$ cat config.mk
export PLATFORM = sky130hd
export DESIGN_NAME = credit_tx_rr_flat
export DESIGN_NICKNAME = d
export VERILOG_FILES = /design/src/rtl/credit_tx_rr_if.sv /design/src/rtl/credit_tx_rr.sv /design/src/flat_wrapper.sv
export SDC_FILE = /design/constraint.sdc
export NUM_CORES = 1
export LEC_CHECK = 0
export ABC_CLOCK_PERIOD_IN_PS = 3500
export CORE_MARGIN = 4
export CORE_UTILIZATION = 39
export CTS_CLUSTER_DIAMETER = 100
export DETAILED_ROUTE_END_ITERATION = 8
export PLACE_DENSITY = 0.81
export SLEW_MARGIN = 25
export SYNTH_ARGS = -nofsm -noshare
export SYNTH_HDL_FRONTEND = slang
export SYNTH_SLANG_ARGS = --single-unit
$ cat constraint.sdc
create_clock -name clk -period 3.5 [get_ports clk]
set_input_delay 0.525 -clock clk [delete_from_list [all_inputs] [get_ports clk]]
set_output_delay 0.525 -clock clk [all_outputs]
set_load 0.01 [all_outputs]
$ cat src/rtl/credit_tx_rr_if.sv
// Link bundle between a credit-based transmitter and its receiver.
// Latency: none (wires only); the transmitter registers everything it drives.
// Backpressure: the receiver paces the transmitter by returning one credit per freed slot on vc_credit_gnt.
//
// Signals: vc_target      one-hot per-VC flit valid (transmitter -> receiver)
//          packet         routeinfo.addr = {x,y}, payload.data (transmitter -> receiver)
//          vc_credit_gnt  per-VC credit return pulse (receiver -> transmitter)

`ifndef DEFAULT_VC_W
`define DEFAULT_VC_W 2
`endif
`ifndef DEFAULT_D_W
`define DEFAULT_D_W 32
`endif
`ifndef DEFAULT_X_W
`define DEFAULT_X_W 4
`endif
`ifndef DEFAULT_Y_W
`define DEFAULT_Y_W 4
`endif

interface noc_if #(
    parameter int VC_W = `DEFAULT_VC_W,
    parameter int D_W  = `DEFAULT_D_W,
    parameter int X_W  = `DEFAULT_X_W,
    parameter int Y_W  = `DEFAULT_Y_W
);
    typedef struct packed {
        logic [X_W+Y_W-1:0] addr;
    } routeinfo_t;

    typedef struct packed {
        logic [D_W-1:0] data;
    } payload_t;

    typedef struct packed {
        routeinfo_t routeinfo;
        payload_t   payload;
    } packet_t;

    logic [VC_W-1:0] vc_target;
    logic [VC_W-1:0] vc_credit_gnt;
    packet_t         packet;

    modport transmitter (
        output vc_target,
        output packet,
        input  vc_credit_gnt
    );

    modport receiver (
        input  vc_target,
        input  packet,
        output vc_credit_gnt
    );
endinterface

$ cat src/rtl/credit_tx_rr.sv
// Credit-based multi-VC transmitter: round-robin picks one eligible VC per cycle and forwards its flit.
// Latency: 1 cycle from acceptance (i_v[k] & !o_b[k]) to vc_target/packet on the link.
// Backpressure: o_b[k] = !grant[k]; a VC is only granted while it holds at least one credit.
//
// Ports: clk, rst (async, active-high)
//        to_rx       noc_if.transmitter link (vc_target, packet out; vc_credit_gnt in)
//        i_v/i_x/i_y/i_d  per-VC flit valid, destination x/y, payload from the switch
//        o_b         per-VC backpressure
//        o_err       sticky credit-overflow error (return received with the counter already full)
//        o_stall     per-VC stall watchdog flag; only live when CREDIT_TX_WATCHDOG_EN is defined,
//                    otherwise tied to zero

`ifndef DEFAULT_VC_W
`define DEFAULT_VC_W 2
`endif
`ifndef DEFAULT_D_W
`define DEFAULT_D_W 32
`endif
`ifndef DEFAULT_X_W
`define DEFAULT_X_W 4
`endif
`ifndef DEFAULT_Y_W
`define DEFAULT_Y_W 4
`endif
`ifndef DEFAULT_VC_FIFO_DEPTH
`define DEFAULT_VC_FIFO_DEPTH 4
`endif

module credit_tx_rr #(
    parameter int VC_W        = `DEFAULT_VC_W,
    parameter int D_W         = `DEFAULT_D_W,
    parameter int X_W         = `DEFAULT_X_W,
    parameter int Y_W         = `DEFAULT_Y_W,
    parameter int CREDITS     = `DEFAULT_VC_FIFO_DEPTH,
    parameter int STALL_LIMIT = 16
) (
    input  logic                      clk,
    input  logic                      rst,
    noc_if.transmitter                to_rx,
    input  logic [VC_W-1:0]           i_v,
    input  logic [VC_W-1:0][X_W-1:0]  i_x,
    input  logic [VC_W-1:0][Y_W-1:0]  i_y,
    input  logic [VC_W-1:0][D_W-1:0]  i_d,
    output logic [VC_W-1:0]           o_b,
    output logic                      o_err,
    output logic [VC_W-1:0]           o_stall
);

    // Counter must hold the value CREDITS itself, not just CREDITS-1.
    localparam int            CW       = $clog2(CREDITS + 1);
    localparam int            PW       = (VC_W > 1) ? $clog2(VC_W) : 1;
    localparam logic [CW-1:0] CRED_MAX = CW'(CREDITS);
    localparam logic [PW-1:0] LAST_VC  = PW'(VC_W - 1);

    logic [CW-1:0]        credit [VC_W];
    logic [PW-1:0]        ptr;
    logic [VC_W-1:0]      elig;
    logic [VC_W-1:0]      grant;
    logic [PW-1:0]        gnt_idx;
    logic                 gnt_any;
    logic [PW-1:0]        ptr_nxt;

    logic [VC_W-1:0]      vc_target_q;
    logic [D_W-1:0]       data_q;
    logic [X_W+Y_W-1:0]   addr_q;
    logic                 err_q;

    // Eligibility uses the registered credit only: a credit returned this
    // cycle cannot fund a grant until the next cycle, so a VC at zero can
    // never be granted.
    always_comb begin
        for (int k = 0; k < VC_W; k++) begin
            elig[k] = i_v[k] && (credit[k] != '0);
        end
    end

    // Round-robin search starting at ptr, wrapping modulo VC_W. Reset gates
    // the grant so o_b reads all ones and nothing is launched while rst is high.
    always_comb begin
        int           pos;
        logic [PW-1:0] idx;
        grant   = '0;
        gnt_idx = '0;
        gnt_any = 1'b0;
        pos     = 0;
        idx     = '0;
        for (int off = 0; off < VC_W; off++) begin
            pos = int'(ptr) + off;
            if (pos >= VC_W) begin
                pos = pos - VC_W;
            end
            idx = PW'(pos);
            if (!gnt_any && !rst && elig[idx]) begin
                gnt_any      = 1'b1;
                gnt_idx      = idx;
                grant[idx]   = 1'b1;
            end
        end
    end

    assign ptr_nxt = (gnt_idx == LAST_VC) ? '0 : gnt_idx + PW'(1);
    assign o_b     = ~grant;

    // Credit accounting. The decrement happens in the grant cycle so the flit
    // sitting in the output register is already paid for. A grant and a
    // return on the same VC cancel out.
    always_ff @(posedge clk or posedge rst) begin
        if (rst) begin
            for (int k = 0; k < VC_W; k++) begin
                credit[k] <= CRED_MAX;
            end
            ptr   <= '0;
            err_q <= 1'b0;
        end else begin
            for (int k = 0; k < VC_W; k++) begin
                if (grant[k] && !to_rx.vc_credit_gnt[k]) begin
                    credit[k] <= credit[k] - CW'(1);
                end else if (!grant[k] && to_rx.vc_credit_gnt[k]) begin
                    // A return with nothing outstanding is a receiver bug:
                    // saturate and flag it rather than wrapping.
                    if (credit[k] == CRED_MAX) begin
                        err_q <= 1'b1;
                    end else begin
                        credit[k] <= credit[k] + CW'(1);
                    end
                end
            end
            if (gnt_any) begin
                ptr <= ptr_nxt;
            end
        end
    end

    // Output register. vc_target pulses for exactly the cycle after a grant;
    // data/addr keep the last launched flit when idle.
    always_ff @(posedge clk or posedge rst) begin
        if (rst) begin
            vc_target_q <= '0;
            data_q      <= '0;
            addr_q      <= '0;
        end else begin
            vc_target_q <= grant;
            if (gnt_any) begin
                data_q <= i_d[gnt_idx];
                addr_q <= {i_x[gnt_idx], i_y[gnt_idx]};
            end
        end
    end

    assign to_rx.vc_target              = vc_target_q;
    assign to_rx.packet.payload.data    = data_q;
    assign to_rx.packet.routeinfo.addr  = addr_q;
    assign o_err                        = err_q;

`ifdef CREDIT_TX_WATCHDOG_EN
    // Counts consecutive cycles a VC has a flit waiting with no credit. A
    // credit arriving this cycle ends the stall, so the flag drops on the
    // cycle right after the return.
    logic [15:0] stall_cnt [VC_W];

    always_ff @(posedge clk or posedge rst) begin
        if (rst) begin
            for (int k = 0; k < VC_W; k++) begin
                stall_cnt[k] <= '0;
            end
        end else begin
            for (int k = 0; k < VC_W; k++) begin
                if (i_v[k] && (credit[k] == '0) && !to_rx.vc_credit_gnt[k]) begin
                    if (stall_cnt[k] != 16'hFFFF) begin
                        stall_cnt[k] <= stall_cnt[k] + 16'd1;
                    end
                end else begin
                    stall_cnt[k] <= '0;
                end
            end
        end
    end

    always_comb begin
        for (int k = 0; k < VC_W; k++) begin
            o_stall[k] = (stall_cnt[k] >= 16'(STALL_LIMIT));
        end
    end
`else
    assign o_stall = '0;
`endif

    // Structural invariants of the arbiter and credit logic.
    a_grant_onehot : assert property (@(posedge clk) disable iff (rst) $onehot0(grant));
    a_no_grant_at_zero : assert property (@(posedge clk) disable iff (rst)
        gnt_any |-> (credit[gnt_idx] != '0));

endmodule

$ cat src/flat_wrapper.sv
// flat-port wrapper written by rule: the top's interface ports become plain ports
module credit_tx_rr_flat 
#(
    parameter int VC_W        = `DEFAULT_VC_W,
    parameter int D_W         = `DEFAULT_D_W,
    parameter int X_W         = `DEFAULT_X_W,
    parameter int Y_W         = `DEFAULT_Y_W,
    parameter int CREDITS     = `DEFAULT_VC_FIFO_DEPTH,
    parameter int STALL_LIMIT = 16
)
  (clk, rst, i_v, i_x, i_y, i_d, o_b, o_err, o_stall, to_rx_vc_target, to_rx_packet, to_rx_vc_credit_gnt);
  noc_if #(.VC_W(VC_W), .D_W(D_W), .X_W(X_W), .Y_W(Y_W)) to_rx_i ();
  input  logic clk;
  input  logic rst;
  input  logic [VC_W-1:0] i_v;
  input  logic [VC_W-1:0][X_W-1:0] i_x;
  input  logic [VC_W-1:0][Y_W-1:0] i_y;
  input  logic [VC_W-1:0][D_W-1:0] i_d;
  output logic [VC_W-1:0] o_b;
  output logic o_err;
  output logic [VC_W-1:0] o_stall;
  output wire logic [$bits(to_rx_i.vc_target)-1:0] to_rx_vc_target;
  output wire logic [$bits(to_rx_i.packet)-1:0] to_rx_packet;
  input wire logic [$bits(to_rx_i.vc_credit_gnt)-1:0] to_rx_vc_credit_gnt;
  assign to_rx_vc_target = to_rx_i.vc_target;
  assign to_rx_packet = to_rx_i.packet;
  assign to_rx_i.vc_credit_gnt = to_rx_vc_credit_gnt;
  credit_tx_rr #(.VC_W(VC_W), .D_W(D_W), .X_W(X_W), .Y_W(Y_W), .CREDITS(CREDITS), .STALL_LIMIT(STALL_LIMIT)) u_core (.clk(clk), .rst(rst), .to_rx(to_rx_i), .i_v(i_v), .i_x(i_x), .i_y(i_y), .i_d(i_d), .o_b(o_b), .o_err(o_err), .o_stall(o_stall));
endmodule
==> metrics.md, run 1 <==
| Metric | Value |
|---|---|
| Setup TNS Final | `0 ns` |
| Post-CTS setup buffer count | `0` |
| Worst setup SP type | `register` |
| Clock root buffer | `clkbuf_8` |
| Total Nets Final | `463` |
| Crit share post-route | `81.82%` |
| Vias per cell | `5.176` |
| PortBufs | `130` |
| Leak | `1.557 nW` |
| First-pass GRT wire length | `11140 um` |
| Most frequent cells in the layout | `130 x clkdlybuf4s50_1, 85 x nor2_1, 48 x dfrtp_1, 21 x o22ai_1, 20 x o22ai_2` |
| Critical path capture point type | `primary output` |
| Sequential area share after synthesis | `50.73%` |
| Min cycle time layout | `2.864 ns` |
| Share of layout cells above drive strength 1 | `10.16%` |
| Worst VDD drop | `0.3681 mV` |
| Final Hold Fails | `0` |
| Antenna violations before repair | `0` |
| Post-Route WL | `7302 um` |
| Library cells used by synthesis | `35` |
| Most common cell after layout, fill and taps aside | `clkdlybuf4s50_1` |
| Total congestion overflow | `0` |
| Required time of the critical path | `2.97 ns` |
| CTS Hold Buffers Added | `0` |
| Initial Util | `41.01%` |
| Via count | `2324` |
| Area Growth Syn to Fin | `56.86%` |
| Die Ht | `87.60 um` |
| Power per Cell Area | `710.9 nW/um^2` |
| Top Family by Delay on Critical Path | `buffers and inverters` |
| Ys flop type | `dfrtp_1` |
| Ys async rst share | `100.0%` |
| CP bufs+invs | `1` |
| Synthesis-stage register bit count | `50` |
| Num CTS Buffers | `5` |
| Die X | `87.60 um` |
| Fin. max-slew vios | `0` |
| Mapped Avg Cell Area | `9.884 um^2` |
| Synthesized area | `2471 um^2` |
| Syn Inst Count | `250` |
| Die Area | `7674 um^2` |
| GRT Util Overall | `18.33%` |
| Max incr delay on CP | `0.62 ns` |
| Logic pwr share | `49.1%` |
| FF+latch area | `1254 um^2` |
| Clock power frac | `12.1%` |
| Post-place instance area | `3790 um^2` |
| Clock tree buffer depth | `2` |
| Pint | `1.748 mW` |
| Htree depth | `2` |
| Pin count of the biggest net entering global routing | `51` |
| Routed Antenna Nets | `0` |
| Crit-path cells | `nor3_1 -> a311o_2 -> clkdlybuf4s50_1` |
| Wire per inst | `16.26 um` |
| Min-delay worst type | `register to register` |
| Post-synth EDFFs | `0` |
| IO Count | `133` |
| Post-route cell area | `3876 um^2` |
| Initial DRC Count | `47` |
| Clock skew | `0.007252 ns` |
| # resized after CTS | `0` |
| Worst skew pair latency | `0.30 ns` |
| Sequential power share | `38.8%` |
| CTS sink count | `50` |
| Core area | `6026 um^2` |
| Switching part of the total power | `36.57%` |
| Footprint of the multi-input gates | `1086 um^2` |
| Critical Path Fanout Max | `13` |
| Setup CP Type | `register to primary output` |
| DR pass1 iterations | `4` |
| Fillcell total | `509` |
| Clk slew on worst S/H paths | `0.09 ns` |
| Setup violations, final | `0` |
| Post-DP HPWL | `5397 um` |
| Max Cap Violations | `0` |
| Routability cong. | `0.8033` |
| CTS tree | `built` |
| Setup repair after global routing missed its margin | `no` |
| P_sw | `1.008 mW` |
| Vias in the first global route | `2410` |
| Core Rows | `28` |
| Status | `finished, final reports clean` |
| Worst slew pin tran | `0.7170 ns` |
| R2R setup slack | `0.82 ns` |
| Yosys warns | `0` |
| Data arrival time of the worst path | `2.34 ns` |
| Antenna diode count | `0` |
| Fmax | `349.2 MHz` |
| Relative slew slack | `52.20%` |
| CP max-delay cell | `clkdlybuf4s50_1` |
| DRC viols | `0` |
cell usage after synthesis (4+ instances only):
master    number  area share, %
o22ai_2       20             10
nand2b_1       6            1.5
clkbuf_1       4           0.61
o21ai_0        5            1.0
buf_2          7            1.4
dfrtp_1       48             49
buf_6          6            2.7
o22ai_1       22            5.6
inv_1          6           0.91
nor2_1        85             13
worst reg2reg max path, stage by stage (launching register included):
cell	delay [ns]
dfrtp_1	0.48
nor3_1	0.49
a311o_2	0.45
inv_1	0.11
ha_1	0.26
fa_1	0.44
o21ai_0	0.16
a21boi_0	0.20
stage by stage:
step                setup slack [ns]  utilization [%]  std cells  hold slack (ns)  total power, mW
finish                        0.6361            64.33        449           0.5054            2.756
global route                  0.5296            64.33        449           0.5462            2.947
CTS                           0.6427            64.33        449           0.5118            2.787
detailed placement            0.5519            62.89        441           0.4894            2.445
global placement              0.6597            62.85        441           0.4990            2.400
floorplan                      1.022                -        251           0.4684            1.739
power groups by stage:
stage	registers [mW]	logic, mW	clock network [mW]
after floorplan	1.14	0.599	0
after global placement	1.07	1.33	0
after detailed placement	1.08	1.37	0
after CTS	1.07	1.37	0.346
after global routing	1.11	1.47	0.364
final	1.07	1.35	0.333
per-layer routing:
layer / vias to the layer above / GRT usage (%) / part of all wire, %
met4: 0 / 3.766 / 0.73
met3: 6 / 5.174 / 8.4
met5: - / 0 / 0
li1: 1111 / - / -
met2: 91 / 32.74 / 49
met1: 1116 / 22.08 / 41
state kept, by name (all words and copies together), names as in the netlist:
name / flops
u_core.data_q: 32
u_core.addr_q: 8
u_core.credit: 6
u_core.to_rx.vc_target: 2
u_core.o_err: 1
u_core.ptr: 1
layout make-up:
cell class	instances	share of cell area, %
clock inverters	2	0.3551
clock buffers	6	1.872
flip-flops and latches	50	32.34
multi-input cells	176	28.02
repair buffers	134	34.34
inverters	6	0.6456
well taps	75	2.421
path summary, 6_finish.rpt:
path / start / to / cells past startpoint
hold reg to reg: u_core.o_err$_DFF_PP0_ / u_core.o_err$_DFF_PP0_ / 1
max in group asynchronous: rst / u_core.addr_q[1]$_DFFE_PP0P_ / 2
min in group asynchronous: rst / u_core.ptr$_DFFE_PP0P_ / 2
hold / removal: u_core.o_err$_DFF_PP0_ / u_core.o_err$_DFF_PP0_ / 1
setup / recovery: u_core.credit[0]$_DFFE_PP0P_ / o_b[1] / 3
setup reg to reg: u_core.credit[0]$_DFFE_PP0P_ / u_core.credit[2]$_DFFE_PP1P_ / 7
logic make-up (layout without fill, tap and decap cells):
family	after synthesis	after routing	synth area share, %
adder cells (fa/ha/maj)	4	4	2.329
buffers and inverters	25	148	6.278
AND/OR/NAND/NOR	106	106	18.28
flip-flops	50	50	50.73
multiplexers	2	2	0.8102
XOR/XNOR	1	1	0.3545
other	1	2	0.1518
AO/OA/AOI/OAI	61	61	21.06
Power figures use the tool's default switching activity.
==> inputs of run 2 (changes only) <==
ABC_CLOCK_PERIOD_IN_PS = 2500   (was 3500)
CORE_UTILIZATION = 35   (was 39)
PLACE_DENSITY = 0.77   (was 0.81)
clock period = 2.5 ns   (was 3.5 ns; I/O delays follow)
==> run 2 against run 1 <==
Sequential power increased by 39%; core utilization decreased by 5.5 points; total power grew 44%; worst setup slack worse by 0.49 ns; combinational power is 47% higher; clock skew is 0.0047 ns lower; hold slack about the same; register-to-register slack lost 0.67 ns; first-iteration DRC count up 62%; non-clock buffer count up 12; final area up 3.7%; highest routed layer unchanged.
==> metrics.md, run 2 (synthesized netlist as in run 1, its figures left out) <==
| Metric | Value |
|---|---|
| Relative slew slack | `65.59% (was 52.20%)` |
| Min cycle time layout | `2.350 ns` |
| # resized after CTS | `1 (was 0)` |
| CP bufs+invs | `2 (was 1)` |
| Most common cell after layout, fill and taps aside | `clkdlybuf4s50_1 (unchanged)` |
| CTS sink count | `50 (unchanged)` |
| Total congestion overflow | `0 (unchanged)` |
| Logic pwr share | `50.1% (was 49.1%)` |
| Min-delay worst type | `input pin to asynchronous set/reset pin (was register to register)` |
| Pint | `2.524 mW (was 1.748 mW)` |
| Num CTS Buffers | `5 (unchanged)` |
| DRC viols | `0 (unchanged)` |
| Biggest regs | `u_core.data_q: 32 flops, u_core.addr_q: 8 flops, u_core.credit: 6 flops (unchanged)` |
| Top Family by Delay on Critical Path | `compound AO/OA/AOI/OAI gates (was buffers and inverters)` |
| CTS Hold Buffers Added | `0 (unchanged)` |
| Clock power frac | `12.4% (was 12.1%)` |
| Critical path capture point type | `register (was primary output)` |
| Setup slack after layout | `0.1502 ns (was 0.6361 ns)` |
| Leak | `1.620 nW (was 1.557 nW)` |
| PortBufs | `130 (unchanged)` |
| Layout Utilization | `58.83% (was 64.33%)` |
| Max Cap Violations | `0 (unchanged)` |
| Setup CP Type | `register to register (was register to primary output)` |
| Vias per cell | `4.981 (was 5.176)` |
| Largest register FFs | `32 (unchanged)` |
| Initial Util | `36.17% (was 41.01%)` |
| Setup repair after global routing missed its margin | `no (unchanged)` |
| Crit share post-route | `93.99%` |
| Antenna diode count | `0 (unchanged)` |
| Max incr delay on CP | `0.46 ns (was 0.62 ns)` |
| Most frequent cells in the layout | `129 x clkdlybuf4s50_1, 85 x nor2_1, 47 x dfrtp_1, 21 x o22ai_1, 20 x o22ai_2 (was 130 x clkdlybuf4s50_1, 85 x nor2_1, 48 x dfrtp_1, 21 x o22ai_1, 20 x o22ai_2)` |
| P_sw | `1.439 mW (was 1.008 mW)` |
| Worst slew pin tran | `0.5161 ns (was 0.7170 ns)` |
| Largest Register | `u_core.data_q (unchanged)` |
| CTS tree | `built (unchanged)` |
| Most common cell on crit path | `o21ai_0` |
| Clock root buffer | `clkbuf_8 (unchanged)` |
| Die Ht | `92.03 um (was 87.60 um)` |
| Fmax | `425.6 MHz` |
| Area Growth Syn to Fin | `62.63% (was 56.86%)` |
| Core Rows | `30 (was 28)` |
| Share of layout cells above drive strength 1 | `13.73% (was 10.16%)` |
| Setup violations, final | `0 (unchanged)` |
| Crit-path cells | `or3_4 -> a311o_2 -> inv_1 -> ha_1 -> buf_4 -> nand3b_1 -> o21ai_0 -> o21ai_0 -> a21boi_0 (was nor3_1 -> a311o_2 -> clkdlybuf4s50_1)` |
| Die X | `92.03 um (was 87.60 um)` |
| IO Count | `133 (unchanged)` |
| Data arrival time of the worst path | `2.57 ns (was 2.34 ns)` |
| Switching part of the total power | `36.30% (was 36.57%)` |
| Wire per inst | `15.56 um (was 16.26 um)` |
| Clk slew on worst S/H paths | `0.09 ns (about the same)` |
| GRT Util Overall | `17.72% (was 18.33%)` |
| DR pass1 iterations | `4 (unchanged)` |
| Final Hold Fails | `0 (unchanged)` |
| Total Nets Final | `475 (was 463)` |
| Initial DRC Count | `76 (was 47)` |
| Die Area | `8469 um^2 (was 7674 um^2)` |
| First-pass GRT wire length | `12160 um (was 11140 um)` |
| Post-DP HPWL | `5589 um (was 5397 um)` |
| Pin count of the biggest net entering global routing | `37 (was 51)` |
| Vias in the first global route | `2536 (was 2410)` |
| Via count | `2401 (was 2324)` |
| Fin. max-slew vios | `0 (unchanged)` |
| Setup WS pre-CTS | `-0.02587 ns (was 0.5519 ns)` |
| Worst VDD drop | `0.3935 mV (was 0.3681 mV)` |
| Clock tree buffer depth | `2 (unchanged)` |
| Routability cong. | `0.7855 (was 0.8033)` |
| Clock skew | `0.002586 ns (was 0.007252 ns)` |
| Worst skew pair latency | `0.29 ns (was 0.30 ns)` |
| Sequential power share | `37.5% (was 38.8%)` |
| Post-CTS setup buffer count | `0 (unchanged)` |
| Routed Antenna Nets | `0 (unchanged)` |
| Status | `finished, final reports clean (unchanged)` |
| Worst setup SP type | `register (unchanged)` |
| Htree depth | `2 (unchanged)` |
| Power per Cell Area | `986.1 nW/um^2 (was 710.9 nW/um^2)` |
| Antenna violations before repair | `0 (unchanged)` |
| Post-Route WL | `7500 um (was 7302 um)` |
| Critical Path Fanout Max | `7 (was 13)` |
| Core area | `6832 um^2 (was 6026 um^2)` |
| CP max-delay cell | `dfrtp_2 (was clkdlybuf4s50_1)` |
| Required time of the critical path | `2.72 ns (was 2.97 ns)` |
## run 2: worst paths after layout
| path | slack [ns] | to | depth (start not counted) | startpoint |
|---|---|---|---|---|
| setup / recovery | 0.15 | u_core.credit[2]$_DFFE_PP1P_ | 9 | u_core.credit[3]$_DFFE_PP0P_ |
| setup reg to reg | 0.15 | u_core.credit[2]$_DFFE_PP1P_ | 9 | u_core.credit[3]$_DFFE_PP0P_ |
| max in group asynchronous | 1.40 | u_core.credit[2]$_DFFE_PP1P_ | 3 | rst |
| hold reg to reg | 0.52 | u_core.o_err$_DFF_PP0_ | 1 | u_core.o_err$_DFF_PP0_ |
| hold / removal | 0.51 | u_core.to_rx.vc_target[0]$_DFF_PP0_ | 2 | rst |
| min in group clk | 0.52 | u_core.o_err$_DFF_PP0_ | 1 | u_core.o_err$_DFF_PP0_ |
## run 2: power by group through the flow
stage | clock network, mW | registers (mW) | logic (mW)
floorplan | 0 | 1.60 | 0.839
global placement | 0 | 1.46 | 1.95
detailed placement | 0 | 1.49 | 2.00
CTS | 0.513 | 1.48 | 2.00
global route | 0.549 | 1.55 | 2.16
finish | 0.490 | 1.49 | 1.99
## run 2: final cells by class
type | count | area [um^2]
fill | 598 | 2813
tap | 96 | 120.1
inverter | 6 | 22.52
sequential | 50 | 1255
clock buffer | 6 | 82.58
clock inverter | 2 | 12.51
multi-input combinational | 176 | 1094
timing repair buffer | 146 | 1433
## run 2: routing by layer
layer,vias to the layer above,track usage [%],part of all wire (%)
met5,-,0,0
li1,1133,-,-
met2,102,30.17,50
met3,10,5.414,7.8
met4,0,4.084,1.5
met1,1156,22.03,41
## run 2: metrics by stage
stage	power (mW)	hold slack, ns	area (um^2)	std cells	setup TNS, ns
2_1_floorplan	2.435	0.4684	2475	251	0
4_1_cts	3.993	0.5263	4010	482	0
3_5_place_dp	3.494	0.5054	3916	474	-0.04950
6_report	3.963	0.5053	4019	482	0
5_1_grt	4.259	0.5386	4019	482	0
3_3_place_gp	3.411	0.4902	3916	474	0
